**src/rtl/score_display_mux.sv**
```systemverilog
// N-digit BCD score counter with edge-triggered increment, sticky overflow,
// and a time-multiplexed active-low 7-segment driver with leading-zero blanking.
module score_display_mux #(
    parameter int DIGITS        = 4,
    parameter int STROBE_DIV    = 50000,
    parameter bit SATURATE      = 1'b1,
    parameter bit BLANK_LEADING = 1'b1
) (
    input  logic                  CLK,
    input  logic                  RESET,
    input  logic                  INC,
    input  logic                  CLEAR,
    output logic [4*DIGITS-1:0]   SCORE_OUT,
    output logic                  OVERFLOW,
    output logic [DIGITS-1:0]     SEG_SELECT,
    output logic [7:0]            HEX_OUT
);

    localparam int PRE_W = (STROBE_DIV > 1) ? $clog2(STROBE_DIV) : 1;
    localparam int IDX_W = (DIGITS > 1) ? $clog2(DIGITS) : 1;

    logic                 inc_q;
    logic                 inc_evt;
    logic [4*DIGITS-1:0]  score;
    logic [4*DIGITS-1:0]  inc_score;
    logic                 all_nines;
    logic                 overflow;
    logic [PRE_W-1:0]     presc;
    logic [IDX_W-1:0]     idx;
    logic [3:0]           cur_digit;
    logic                 upper_zero;
    logic                 blank;
    logic [DIGITS-1:0]    sel_n;

    // Active-low segment pattern {g,f,e,d,c,b,a}; non-decimal codes go blank.
    function automatic logic [6:0] seg_decode(input logic [3:0] d);
        case (d)
            4'd0:    seg_decode = 7'h40;
            4'd1:    seg_decode = 7'h79;
            4'd2:    seg_decode = 7'h24;
            4'd3:    seg_decode = 7'h30;
            4'd4:    seg_decode = 7'h19;
            4'd5:    seg_decode = 7'h12;
            4'd6:    seg_decode = 7'h02;
            4'd7:    seg_decode = 7'h78;
            4'd8:    seg_decode = 7'h00;
            4'd9:    seg_decode = 7'h10;
            default: seg_decode = 7'h7F;
        endcase
    endfunction

    assign inc_evt   = INC & ~inc_q;
    assign SCORE_OUT = score;
    assign OVERFLOW  = overflow;

    // Ripple BCD increment; a carry out of the top digit means the score was all 9s.
    always_comb begin
        logic carry;
        inc_score = score;
        carry     = 1'b1;
        for (int i = 0; i < DIGITS; i++) begin
            if (carry) begin
                if (score[4*i +: 4] == 4'd9) begin
                    inc_score[4*i +: 4] = 4'd0;
                end else begin
                    inc_score[4*i +: 4] = score[4*i +: 4] + 4'd1;
                    carry               = 1'b0;
                end
            end
        end
        all_nines = carry;
    end

    always_comb begin
        cur_digit  = 4'd0;
        upper_zero = 1'b1;
        sel_n      = '1;
        for (int i = 0; i < DIGITS; i++) begin
            if (idx == IDX_W'(i)) begin
                cur_digit = score[4*i +: 4];
                sel_n[i]  = 1'b0;
            end
            if (IDX_W'(i) >= idx && score[4*i +: 4] != 4'd0) begin
                upper_zero = 1'b0;
            end
        end
        blank = BLANK_LEADING && (idx != '0) && upper_zero;
    end

    // Stage 0: input edge register and score/overflow state.
    always_ff @(posedge CLK or posedge RESET) begin
        if (RESET) begin
            inc_q    <= 1'b0;
            score    <= '0;
            overflow <= 1'b0;
        end else begin
            inc_q <= INC;
            if (CLEAR) begin
                score    <= '0;
                overflow <= 1'b0;
            end else if (inc_evt) begin
                if (all_nines) begin
                    overflow <= 1'b1;
                    if (!SATURATE) begin
                        score <= '0;
                    end
                end else begin
                    score <= inc_score;
                end
            end
        end
    end

    // Stage 0: digit strobe prescaler and slot index.
    always_ff @(posedge CLK or posedge RESET) begin
        if (RESET) begin
            presc <= '0;
            idx   <= '0;
        end else if (presc == PRE_W'(STROBE_DIV - 1)) begin
            presc <= '0;
            if (DIGITS > 1) begin
                idx <= (idx == IDX_W'(DIGITS - 1)) ? '0 : idx + 1'b1;
            end
        end else begin
            presc <= presc + 1'b1;
        end
    end

    // Stage 1: registered anode select and segment drive.
    always_ff @(posedge CLK or posedge RESET) begin
        if (RESET) begin
            SEG_SELECT <= '1;
            HEX_OUT    <= 8'hFF;
        end else begin
            SEG_SELECT <= sel_n;
            if (blank) begin
                HEX_OUT <= 8'hFF;
            end else begin
                HEX_OUT <= {~((idx == '0) && overflow), seg_decode(cur_digit)};
            end
        end
    end

endmodule

```
**config.mk**
```make
export PLATFORM = sky130hd
export DESIGN_NAME = score_display_mux
export DESIGN_NICKNAME = d
export VERILOG_FILES = /design/src/rtl/score_display_mux.sv
export SDC_FILE = /design/constraint.sdc
export NUM_CORES = 1
export LEC_CHECK = 0
export BUFFER_PORTS_ARGS = -buffer_cell sky130_fd_sc_hd__buf_2
export CAP_MARGIN = 0
export CORE_MARGIN = 2
export CORE_UTILIZATION = 25
export DETAILED_ROUTE_END_ITERATION = 8
export SLEW_MARGIN = 25
export SYNTH_ARGS = -nofsm -noshare
export SYNTH_HDL_FRONTEND = slang
export SYNTH_SLANG_ARGS = --single-unit
export TNS_END_PERCENT = 30
```
**constraint.sdc**
```tcl
create_clock -name CLK -period 2.8 [get_ports CLK]
set_input_delay 0.56 -clock CLK [delete_from_list [all_inputs] [get_ports CLK]]
set_output_delay 0.56 -clock CLK [all_outputs]
set_load 0.02 [all_outputs]
```
### Word level (Yosys, flattened, before mapping)

Memory sizes are Yosys's and may differ from the RTL's.
Index checks and enable logic that the tools add are counted.
Widths: inputs -> output; s select.

* bitwise logic cells: 3
* eq/ne operators: 9
* add/sub/neg operators: 6
* reduce and logical (&&, ||, !) cells: 22
* $lt $le $gt $ge: 4
* muxes and demuxes: 35

Operators by type and width (number)
* $mux 16: 4
* $mux 4: 11
* $mux 1: 18
* $add 16x1->16 const B: 1
* $add 4x1->4 const B: 4
* $eq 16x16->1 const B: 1
* $eq 4x4->1 const B: 4
* $reduce_bool 4->1: 4
* $reduce_bool 2->1: 6
* $reduce_and 3->1: 3
* $mux 8: 1
* $logic_and 1x1->1: 6
* $eq 2x2->1 const B: 2
* $ge 1x2->1 const A: 2
* $ge 2x2->1 const A: 2
* $reduce_and 2->1: 2
* $add 2x1->2 const B: 1
* $eq 2x1->1 const B: 1
* $logic_not 2->1: 1
* $mux 2: 1
* $ne 2x2->1 const B: 1
* $not 1->1: 2
* $and 1x1->1: 1

* ROM bits: 112
* word-level logic and storage cells: 90
* input bits: 4
* output and inout bits: 29
* register bits: 48
* memories kept: 1

Memory list
* (name not given): words 16, bits a word 7, read ports 1, clocked after memory_dff 0, write ports 0, line 37 `case (d)`

### Depth between registers and ports, before layout

Gate-level depths: netlist of the first run.

* word-level depth: 8
* gate-level depth with buffers: 8
* mapped depth without buffers: 7

### Least setup slack after synthesis of the first run

No wires, ideal clock.

* kind: reg2reg
* from: register idx[1]
* to: register HEX_OUT[6]
* period minus slack after synthesis: 2.044 ns
* required time: 2.689 ns
* setup slack: 0.756 ns
* data arrival time: 1.933 ns
* setup time: 0.111 ns
* cell stages (with the launch flop): 9
* cells stage by stage: dfrtp_1 inv_1 ha_1 buf_2 nand3b_1 a221oi_2 ha_1 nor2_1 o311ai_0

* word-level cells in the longest chain between the ends: 8
* elaborated cells between the ends (all ways): 24
* classes of those cells: order compare: 4; eq/ne: 3; mux: 9; reduce/logical: 7; memory: 1

Ends and longest elaborated chain
* from (decl): line 29 `logic [IDX_W-1:0] idx;`
* from (signal assigned): line 122 `idx <= (idx == IDX_W'(DIGITS - 1)) ? '0 : idx + 1'b1;`
* parallel branches: the longest is 7 deep, another holds $mem_v2 16x7
* $mux 8 *: line 136 `if (blank) begin`
* to (signal assigned): line 139 `HEX_OUT <= {~((idx == '0) && overflow), seg_decode(cur_digit)};`
* to (decl): line 16 `output logic [7:0] HEX_OUT`

Every way passes the cells marked *.
A chain may end at the register's enable or synchronous reset.

### Final worst setup path of the first run

Ends and elaborated chain as after synthesis.

==> run metrics, run 1 <==
Storage cell area 1216 µm²; EDFF count, synth 0; Top FF cell, synth dfrtp_1; core box area 10420 µm²; Cell Area, Placed 3010 µm²; PwrDens 421.7 nW/µm²; post-cts hold buffer count 0; grt ovf 0; Initial Utilization 0.2596; Clock Pin Slew Worst Setup and Hold Paths 0.09 ns; I/O Pins 33; CP Data Required Time 3.00 ns; Slew HR 0.4640; Yosys top cell by area dfrtp_1; via count 2043; Compound-Gate Fraction of Synth Area 0.1370; nets 317; crit path kind register to register; Slowest-stage cell, CP a221oi_2; share of post-route cells with drive strength above 1 0.2305; worst hold path type input port to async pin; CP Data Arrival Time 2.46 ns; CP startpoint kind register; Tot GR Track Use 0.1036; CP bufs+invs 1; max cap viols 0; Yosys Warn Count 0; final setup TNS 0 ns; Synth Instances 261; area delta synth->final 15.41%; Max H-tree Level 2; port bufs 32; largest net degree at the start of global routing 20; Synth Area in XOR/XNOR 0.04211; die width 108.0 µm; vias in the first global route 1996; static leakage 1.348 nW; initial antenna violation count 0; element type at the critical path end register; share of the synthesized area in the top cell type 0.3332; FF+latch count, synth 48; Worst-Margin Slew 0.8040 ns; total clock sinks 48; Final Hold Vio Count 0; most common cell in the synthesized netlist dfrtp_1; Max VDD drop 0.0002016 V; Clock Skew 0.004647 ns; minimum clock period 2.259 ns; drt via density 4.740; worst skew pair latency 0.30 ns; post-synthesis simple-gate area fraction 0.2189; routed len/inst 13.14 µm; FF-to-FF path depth 7; asr flop ratio synth 1.000; CP cell instances inv_1 > ha_1 > a211oi_1 > a221oi_2 > ha_1 > nor2_1 > o311ai_0; Max Slew Vio Count 0; synthesized area per cell 10.36 µm²; fill count 1076; final wirelength 5.663 mm; Post-Synth Adder-Cell Area 0.08792; critical path depth 7; fin area 3120 µm²; Multi-input gate area 1355 µm²; outcome finished, final reports clean; root cell of the clock tree clkbuf_8; RSZ-0062 raised after global routing false; total die area 11660 µm²; CP most frequent cell ha_1; Yosys cell types 60; PostCTS Resize Cnt 0; cell family with most CP delay compound AO/OA/AOI/OAI gates; antenna fix cells 0; main combinational cell family by area after synthesis simple AND/OR/NAND/NOR gates; Max Freq 442.8 MHz; GP Congestion 0.8099; global-route wire length before repair 9.715 mm; Synth Net Count 284; Post-Syn Area 2704 µm²; Num CTS Buffers 5; die height 108.0 µm; crit-path max cell delay 0.54 ns; DRC Markers 0; clock buffer depth 2; register area share after synthesis 0.4498; Post-synth top cells 36 x dfrtp_1, 21 x inv_1, 19 x ha_1, 15 x nor2_1; TritonRoute pass-1 iters 4; mux cell area share after synthesis 0.01527; Worst Path Max Fanout 10; top cells by area, synth dfrtp_1 33%, dfstp_2 12%, ha_1 8.8%, inv_1 2.9%, nand3b_1 2.8%; final setup violation count 0; part of the cycle the worst path needs 0.8066; post-DP HPWL 4.278 mm; Detail Route Antenna Nets 0; post-CTS setup buffer count 0; Core Rows 37; DRT iter0 DRCs 99; CTS tree yes
## flip-flops by register name, indices dropped and copies added (netlist names)
signal      flops
SEG_SELECT      4
inc_q           1
SCORE_OUT      16
HEX_OUT         8
OVERFLOW        1
presc          16
idx             2
## worst reg2reg max path, cell delays in order, from the launching register on
cell      delay, ns
dfrtp_1        0.43
inv_1          0.11
ha_1           0.33
a211oi_1       0.14
a221oi_2       0.54
ha_1           0.27
nor2_1         0.05
o311ai_0       0.30
## where the power goes
| group | switching (mW) | internal [mW] |
|---|---|---|
| Clock | 0.247 | 0.233 |
| Combinational | 0.0686 | 0.0374 |
| Sequential | 0.0186 | 0.711 |
## path summary, 6_finish.rpt
kind	startpoint	end	slack (ns)
min in group CLK	INC	inc_q	0.37
worst min-delay path	RESET	presc[13]	0.21
worst max-delay path	idx[1]	HEX_OUT[6]	0.54
max in group asynchronous	RESET	SEG_SELECT[3]	1.98
worst min register to register	OVERFLOW	HEX_OUT[7]	0.46
worst max register to register	idx[1]	HEX_OUT[6]	0.54
## per-layer routing
metal | global-route usage | part of all wire
met1 | 0.1361 | 0.49
met2 | 0.1676 | 0.45
met3 | 0.02652 | 0.045
met4 | 0.03205 | 0.012
met5 | 0 | 0
## placed cells by master, fill, tap and decap left out, types with 3 or more instances in the layout
cell / synthesis / routed
a21oi_1: 12 / 12
ha_1: 19 / 19
or3_1: 3 / 3
buf_2: 3 / 32
xnor2_1: 7 / 7
nand4_1: 4 / 4
xor2_1: 6 / 6
nor2b_1: 4 / 4
nand3b_1: 10 / 10
nor3b_1: 6 / 6
a211oi_1: 7 / 7
dfrtp_1: 36 / 36
inv_1: 21 / 20
and3_1: 3 / 3
dfstp_2: 12 / 12
nor2_1: 15 / 15
mux2i_1: 3 / 3
nand3_1: 12 / 12
o21ai_1: 4 / 4
buf_4: 1 / 4
nor3_1: 7 / 7
o21ai_0: 4 / 4
nand2_1: 12 / 12
clkbuf_8: 0 / 5
o31ai_1: 3 / 3
## logic make-up after synthesis
logic type                 Yosys count
and+or+nand+nor                     96
AOI/OAI and AO/OA                   50
DFF                                 48
buffers and inverters               31
adders and majority gates           19
xor gates and xnor gates            13
muxes                                4
## area by class of cell
cell class / instances / share of cell area
multi-input cells: 182 / 0.4342
flip-flops and latches: 48 / 0.3897
repair buffers: 36 / 0.06095
well taps: 136 / 0.05453
clock buffers: 6 / 0.03007
inverters: 21 / 0.02526
clock inverters: 2 / 0.005213
## per-stage QoR
step                std cells  hold slack, ns  setup WS [ns]  utilization  total power, mW
floorplan                 261          0.4386         0.7562            -           0.8101
global placement          423          0.4647         0.6575       0.2890           0.8488
detailed placement        423          0.4604         0.5545       0.2890           0.8513
CTS                       431          0.2255         0.5263       0.2996            1.338
global route              431          0.2381         0.2845       0.2996            1.379
finish                    431          0.2116         0.5415       0.2996            1.316
No activity file was read; power rests on OpenSTA's default activity.
==> run 2, diff against run 1 <==
==> constraint.sdc (replaced) <==
create_clock -name CLK -period 2.15 [get_ports CLK]
set_input_delay 0.43 -clock CLK [delete_from_list [all_inputs] [get_ports CLK]]
set_output_delay 0.43 -clock CLK [all_outputs]
set_load 0.02 [all_outputs]
==> run metrics, run 2 (synthesis gave the netlist of run 1 again) <==
crit path kind register to register; r2r endpoint SCORE_OUT[14]; outcome finished, final reports clean; Int Pwr 1.211 mW (+23%); FF-to-FF path depth 6 (-1); CP startpoint kind register; most common cell after layout, fill and taps aside dfrtp_1; CP bufs+invs 1 (unchanged); worst skew pair latency 0.30 ns (about the same); drt via density 4.726 (-0.29%); area delta synth->final 18.19%; cell family with most CP delay simple AND/OR/NAND/NOR gates; Initial Utilization 0.2596 (unchanged); clock power share 0.329 (-0.036); routed len/inst 13.58 µm (+3.4%); worst hold path type input port to register; final wirelength 6.003 mm (+6.0%); final setup violation count 0 (unchanged); die width 108.0 µm (unchanged); GP Congestion 0.7946 (-1.9%); via count 2089 (+2.3%); Hold Startpoint INC; post-cts hold buffer count 0 (unchanged); Worst Hold End inc_q; R2R Path Start SCORE_OUT[5]; Tot GR Track Use 0.1106 (+0.007046); CP Data Required Time 2.38 ns (-0.62 ns); total clock sinks 48 (unchanged); global-route wire length before repair 10.20 mm (+5.0%); sw frac 0.2621 (+0.008211); Max VDD drop 0.0001979 V (-1.9%); Clock Skew 0.007675 ns (+0.003028 ns); crit-path max cell delay 0.44 ns (-0.10 ns); Pwr Total 1.641 mW (+25%); root cell of the clock tree clkbuf_8; Worst Path Max Fanout 8 (-2); Cell Area, Placed 3093 µm² (+2.7%); flop2flop setup slack 0.22 ns (-0.33 ns); grt ovf 0 (unchanged); DRC Markers 0 (unchanged); final setup TNS 0 ns (unchanged); share of post-route cells with drive strength above 1 0.2745 (+0.04400); Max Slew Vio Count 0 (unchanged); PwrDens 513.4 nW/µm² (+22%); Final Hold Vio Count 0 (unchanged); Core Rows 37 (unchanged); Num CTS Buffers 5 (unchanged); Clock Pin Slew Worst Setup and Hold Paths 0.09 ns (about the same); nets 328 (+3.5%); CP cell instances inv_1 > ha_1 > and3b_1 > o2111ai_2 > or4_1 > a21oi_1; CP Data Arrival Time 2.16 ns (-0.30 ns); element type at the critical path end register; post-DP HPWL 4.506 mm (+5.3%); largest net degree at the start of global routing 49 (+150%); port bufs 32 (unchanged); CTS tree yes; I/O Pins 33 (unchanged); Worst-Margin Slew 0.6499 ns (-0.1541 ns); Slowest-stage cell, CP dfrtp_1; clock buffer depth 2 (unchanged); part of the cycle the worst path needs 0.8994 (+0.09280); total die area 11660 µm² (unchanged); Worst Setup SP SCORE_OUT[5]; antenna fix cells 0 (unchanged); sequential power share 0.573 (+0.018); die height 108.0 µm (unchanged); core box area 10420 µm² (unchanged); vias in the first global route 2026 (+1.5%); commonest cells after routing, fill and taps aside 36 x dfrtp_1, 32 x buf_2, 20 x inv_1; initial antenna violation count 0 (unchanged); NetSw 0.4300 mW (+29%); Max Freq 517.1 MHz (+17%); Max H-tree Level 2 (unchanged); static leakage 1.396 nW (+3.6%); TritonRoute pass-1 iters 4 (unchanged); combinational share of power 0.098 (+0.018); Slew HR 0.5627 (+0.09874); minimum clock period 1.934 ns (-0.3248 ns); hold depth 1; DRT iter0 DRCs 105 (+6.1%); Detail Route Antenna Nets 0 (unchanged); max cap viols 0 (unchanged); fin area 3196 µm² (+2.4%)
-- run 2: changes by cell type in the layout (fill, tap and decap cells not counted), moves of 2 or more --
cell and delta:
ha_2 +4, clkinv_2 +2, ha_1 -4, buf_4 +11
-- run 2: area by class of cell --
type	instances	area, µm²
Timing Repair Buffer	47	272.8
Fill cell	1078	7221
Clock inverter	3	18.77
Sequential cell	48	1216
Clock buffer	5	68.82
Multi-Input combinational cell	182	1370
Inverter	21	78.83
Tap cell	136	170.2
-- run 2: per-layer routing --
metal | share of wire | vias to the layer above | GRT usage
li1 | - | 1024 | -
met1 | 0.46 | 1004 | 0.1460
met2 | 0.46 | 50 | 0.1694
met3 | 0.054 | 11 | 0.03014
met4 | 0.022 | 0 | 0.04945
met5 | 0 | - | 0
-- run 2: how the worst max path moves through the flow --
stage / endpoint / slack, ns / cells past startpoint
finish: SCORE_OUT[14] / 0.22 / 6
global route: HEX_OUT[0] / -0.002 / 6
CTS: HEX_OUT[6] / 0.05 / 6
detailed placement: HEX_OUT[6] / 0.09 / 6
global placement: HEX_OUT[6] / 0.14 / 7
floorplan: HEX_OUT[6] / 0.11 / 8
-- run 2: through the flow --
stage,cells,setup slack [ns],util,hold WS [ns]
4_1_cts,442,0.04935,0.3053,0.2308
5_1_grt,442,-0.001614,0.3068,0.2214
3_5_place_dp,434,0.08683,0.2969,0.4333
6_report,442,0.2163,0.3068,0.2405
3_3_place_gp,434,0.1356,0.2969,0.4454
2_1_floorplan,261,0.1062,-,0.4386
-- run 2: power by group through the flow --
| stage | logic [mW] | registers (mW) | clock network, mW |
|---|---|---|---|
| after global placement | 0.164 | 0.955 | 0 |
| after floorplan | 0.0723 | 0.983 | 0 |
| final | 0.161 | 0.940 | 0.540 |
| after detailed placement | 0.165 | 0.956 | 0 |
| after CTS | 0.166 | 0.939 | 0.563 |
| after global routing | 0.186 | 0.942 | 0.599 |
-- run 2: worst reg2reg max path, delay by kind of cell, from the launching register on --
family	cells	cell delay, ns
flip-flops	1	0.44
adder cells (fa/ha/maj)	1	0.17
AO/OA/AOI/OAI	2	0.40
AND/OR/NAND/NOR	2	0.72
buffers and inverters	1	0.12
-- run 2: what timing repair did --
action	in CTS	in global routing
setup endpoints to repair	0	4
setup buffers	0	0
resized for setup	0	6
==> run 3, diff against run 2 <==
==> constraint.sdc (replaced) <==
create_clock -name CLK -period 2.15 [get_ports CLK]
set_input_delay 0.3225 -clock CLK [delete_from_list [all_inputs] [get_ports CLK]]
set_output_delay 0.3225 -clock CLK [all_outputs]
set_load 0.02 [all_outputs]
==> run metrics, run 3 (synthesis gave the netlist of run 1 again) <==
outcome finished, final reports clean; total clock sinks 48 (unchanged); DRC Markers 0 (unchanged); root cell of the clock tree clkbuf_8; largest net degree at the start of global routing 20 (-59%); post-CTS setup buffer count 0 (unchanged); antenna fix cells 0 (unchanged); Slowest-stage cell, CP or4_1; Worst-Margin Slew 0.6618 ns (+0.01186 ns); Num CTS Buffers 5 (unchanged); TritonRoute pass-1 iters 4 (unchanged); static leakage 1.411 nW (+1.0%); Slew HR 0.5547 (-0.007977); Storage cell area 1216 µm² (unchanged); die width 108.0 µm (unchanged); Clock Pin Slew Worst Setup and Hold Paths 0.09 ns (about the same); DRT iter0 DRCs 135 (+29%); global-route wire length before repair 10.21 mm (about the same); Tot GR Track Use 0.1086 (-0.002031); drt via density 4.705 (-0.45%); max cap viols 0 (unchanged); via count 2089 (unchanged); CP cell instances inv_1 > ha_1 > and3b_1 > o2111ai_2 > or4_1 > a21oi_1; total die area 11660 µm² (unchanged); Clock Skew 0.006793 ns (-0.0008815 ns); I/O Pins 33 (unchanged); RSZ-0062 raised after global routing false; Initial Utilization 0.2596 (unchanged); worst hold path type input port to register; Final Hold Vio Count 0 (unchanged); Multi-input gate area 1365 µm² (-0.36%); port bufs 32 (unchanged); area delta synth->final 19.53%; Core Rows 37 (unchanged); Worst Path Max Fanout 8 (unchanged); vias in the first global route 2011 (-0.74%); grt ovf 0 (unchanged); Detail Route Antenna Nets 0 (unchanged); worst skew pair latency 0.30 ns (about the same); GR Util met1 0.1474 (+0.001379); Max H-tree Level 2 (unchanged); crit path kind register to register; met2 global-route usage 0.1698 (+0.0004492); element type at the critical path end register; final setup TNS 0 ns (unchanged); post-DP HPWL 4.506 mm (about the same); routed len/inst 13.16 µm (-3.1%); initial antenna violation count 0 (unchanged); GP Congestion 0.7981 (+0.44%); nets 330 (+0.61%); most common cell after layout, fill and taps aside dfrtp_1; Pwr Total 1.742 mW (+6.2%); part of the cycle the worst path needs 0.9000 (about the same); busiest grt layer met2; Max VDD drop 0.0002376 V (+20%); core box area 10420 µm² (unchanged); crit-path max cell delay 0.46 ns (+0.02 ns); CP bufs+invs 1 (unchanged); PwrDens 539.0 nW/µm² (+5.0%); Max Slew Vio Count 0 (unchanged); commonest cells after routing, fill and taps aside 36 x dfrtp_1, 32 x buf_2, 20 x inv_1, 16 x buf_4; share of post-route cells with drive strength above 1 0.2695 (-0.005029); fill count 1096 (+1.7%); Max Freq 516.8 MHz (about the same); clock buffer depth 2 (unchanged); minimum clock period 1.935 ns (+0.001185 ns); CP Data Arrival Time 2.16 ns (about the same); CP startpoint kind register; met3 usage 0.02833 (-0.001808); die height 108.0 µm (unchanged); final setup violation count 0 (unchanged); cell family with most CP delay simple AND/OR/NAND/NOR gates; final wirelength 5.845 mm (-2.6%); CP Data Required Time 2.38 ns (about the same); CTS tree yes
-- run 3: changes by cell type in the layout (fill, tap and decap cells not counted) --
| cell | change |
|---|---|
| clkinv_2 | -2 |
| a211oi_1 | +1 |
| a211oi_2 | -1 |
| buf_4 | +1 |
| bufinv_16 | +1 |
| clkinv_1 | +1 |
| dlygate4sd3_1 | +1 |
-- run 3: layout make-up --
type                            count  share of cell area
Inverter                           21             0.02439
Multi-Input combinational cell    182              0.4224
Sequential cell                    48              0.3763
Clock inverter                      3             0.01316
Timing Repair Buffer               49             0.08982
Tap cell                          136             0.05265
Clock buffer                        5             0.02129
-- run 3: power by group --
part           internal (mW)  switching, mW
clock network          0.344          0.296
logic                 0.0595          0.102
registers              0.926         0.0138
total                   1.33          0.412
-- run 3: repair_timing --
item                                    4_1_cts  5_1_grt
gates resized for setup                       0        5
hold endpoints to repair                     12        0
endpoints found under the setup margin        0        6
hold buffers                                  1        0
-- run 3: per-stage QoR --
step | instance area, µm² | setup slack, ns | util | hold WS (ns) | std cells
floorplan | 2704 | 0.1062 | - | 0.3539 | 261
global placement | 3100 | 0.1917 | 0.2977 | 0.2983 | 435
detailed placement | 3100 | 0.1082 | 0.2977 | 0.2944 | 435
CTS | 3222 | 0.08055 | 0.3093 | 0.1252 | 444
global route | 3232 | 0.02333 | 0.3103 | 0.1257 | 444
finish | 3232 | 0.2151 | 0.3103 | 0.1353 | 444
-- run 3: final timing paths --
path / startpoint / to / slack [ns] / cells after the start
setup / recovery: SCORE_OUT[5] / SCORE_OUT[14] / 0.22 / 6
hold / removal: INC / inc_q / 0.14 / 1
setup reg to reg: SCORE_OUT[5] / SCORE_OUT[14] / 0.22 / 6
hold reg to reg: presc[15] / presc[15] / 0.48 / 1
max in group asynchronous: RESET / HEX_OUT[7] / 1.03 / 4
min in group asynchronous: RESET / presc[12] / 0.51 / 3
-- run 3: worst register-to-register path: cells and delay by family (launching register included) --
| family | cells | cell delay (ns) |
|---|---|---|
| AO/OA/AOI/OAI | 2 | 0.40 |
| adder cells (fa/ha/maj) | 1 | 0.16 |
| flip-flops | 1 | 0.44 |
| AND/OR/NAND/NOR | 2 | 0.75 |
| buffers and inverters | 1 | 0.12 |
-- run 3: metal layers --
metal / wire length [µm] / up-vias
met5: 0 / -
met4: 89 / 0
met3: 308 / 6
met2: 2627 / 36
met1: 2820 / 1014
li1: - / 1033
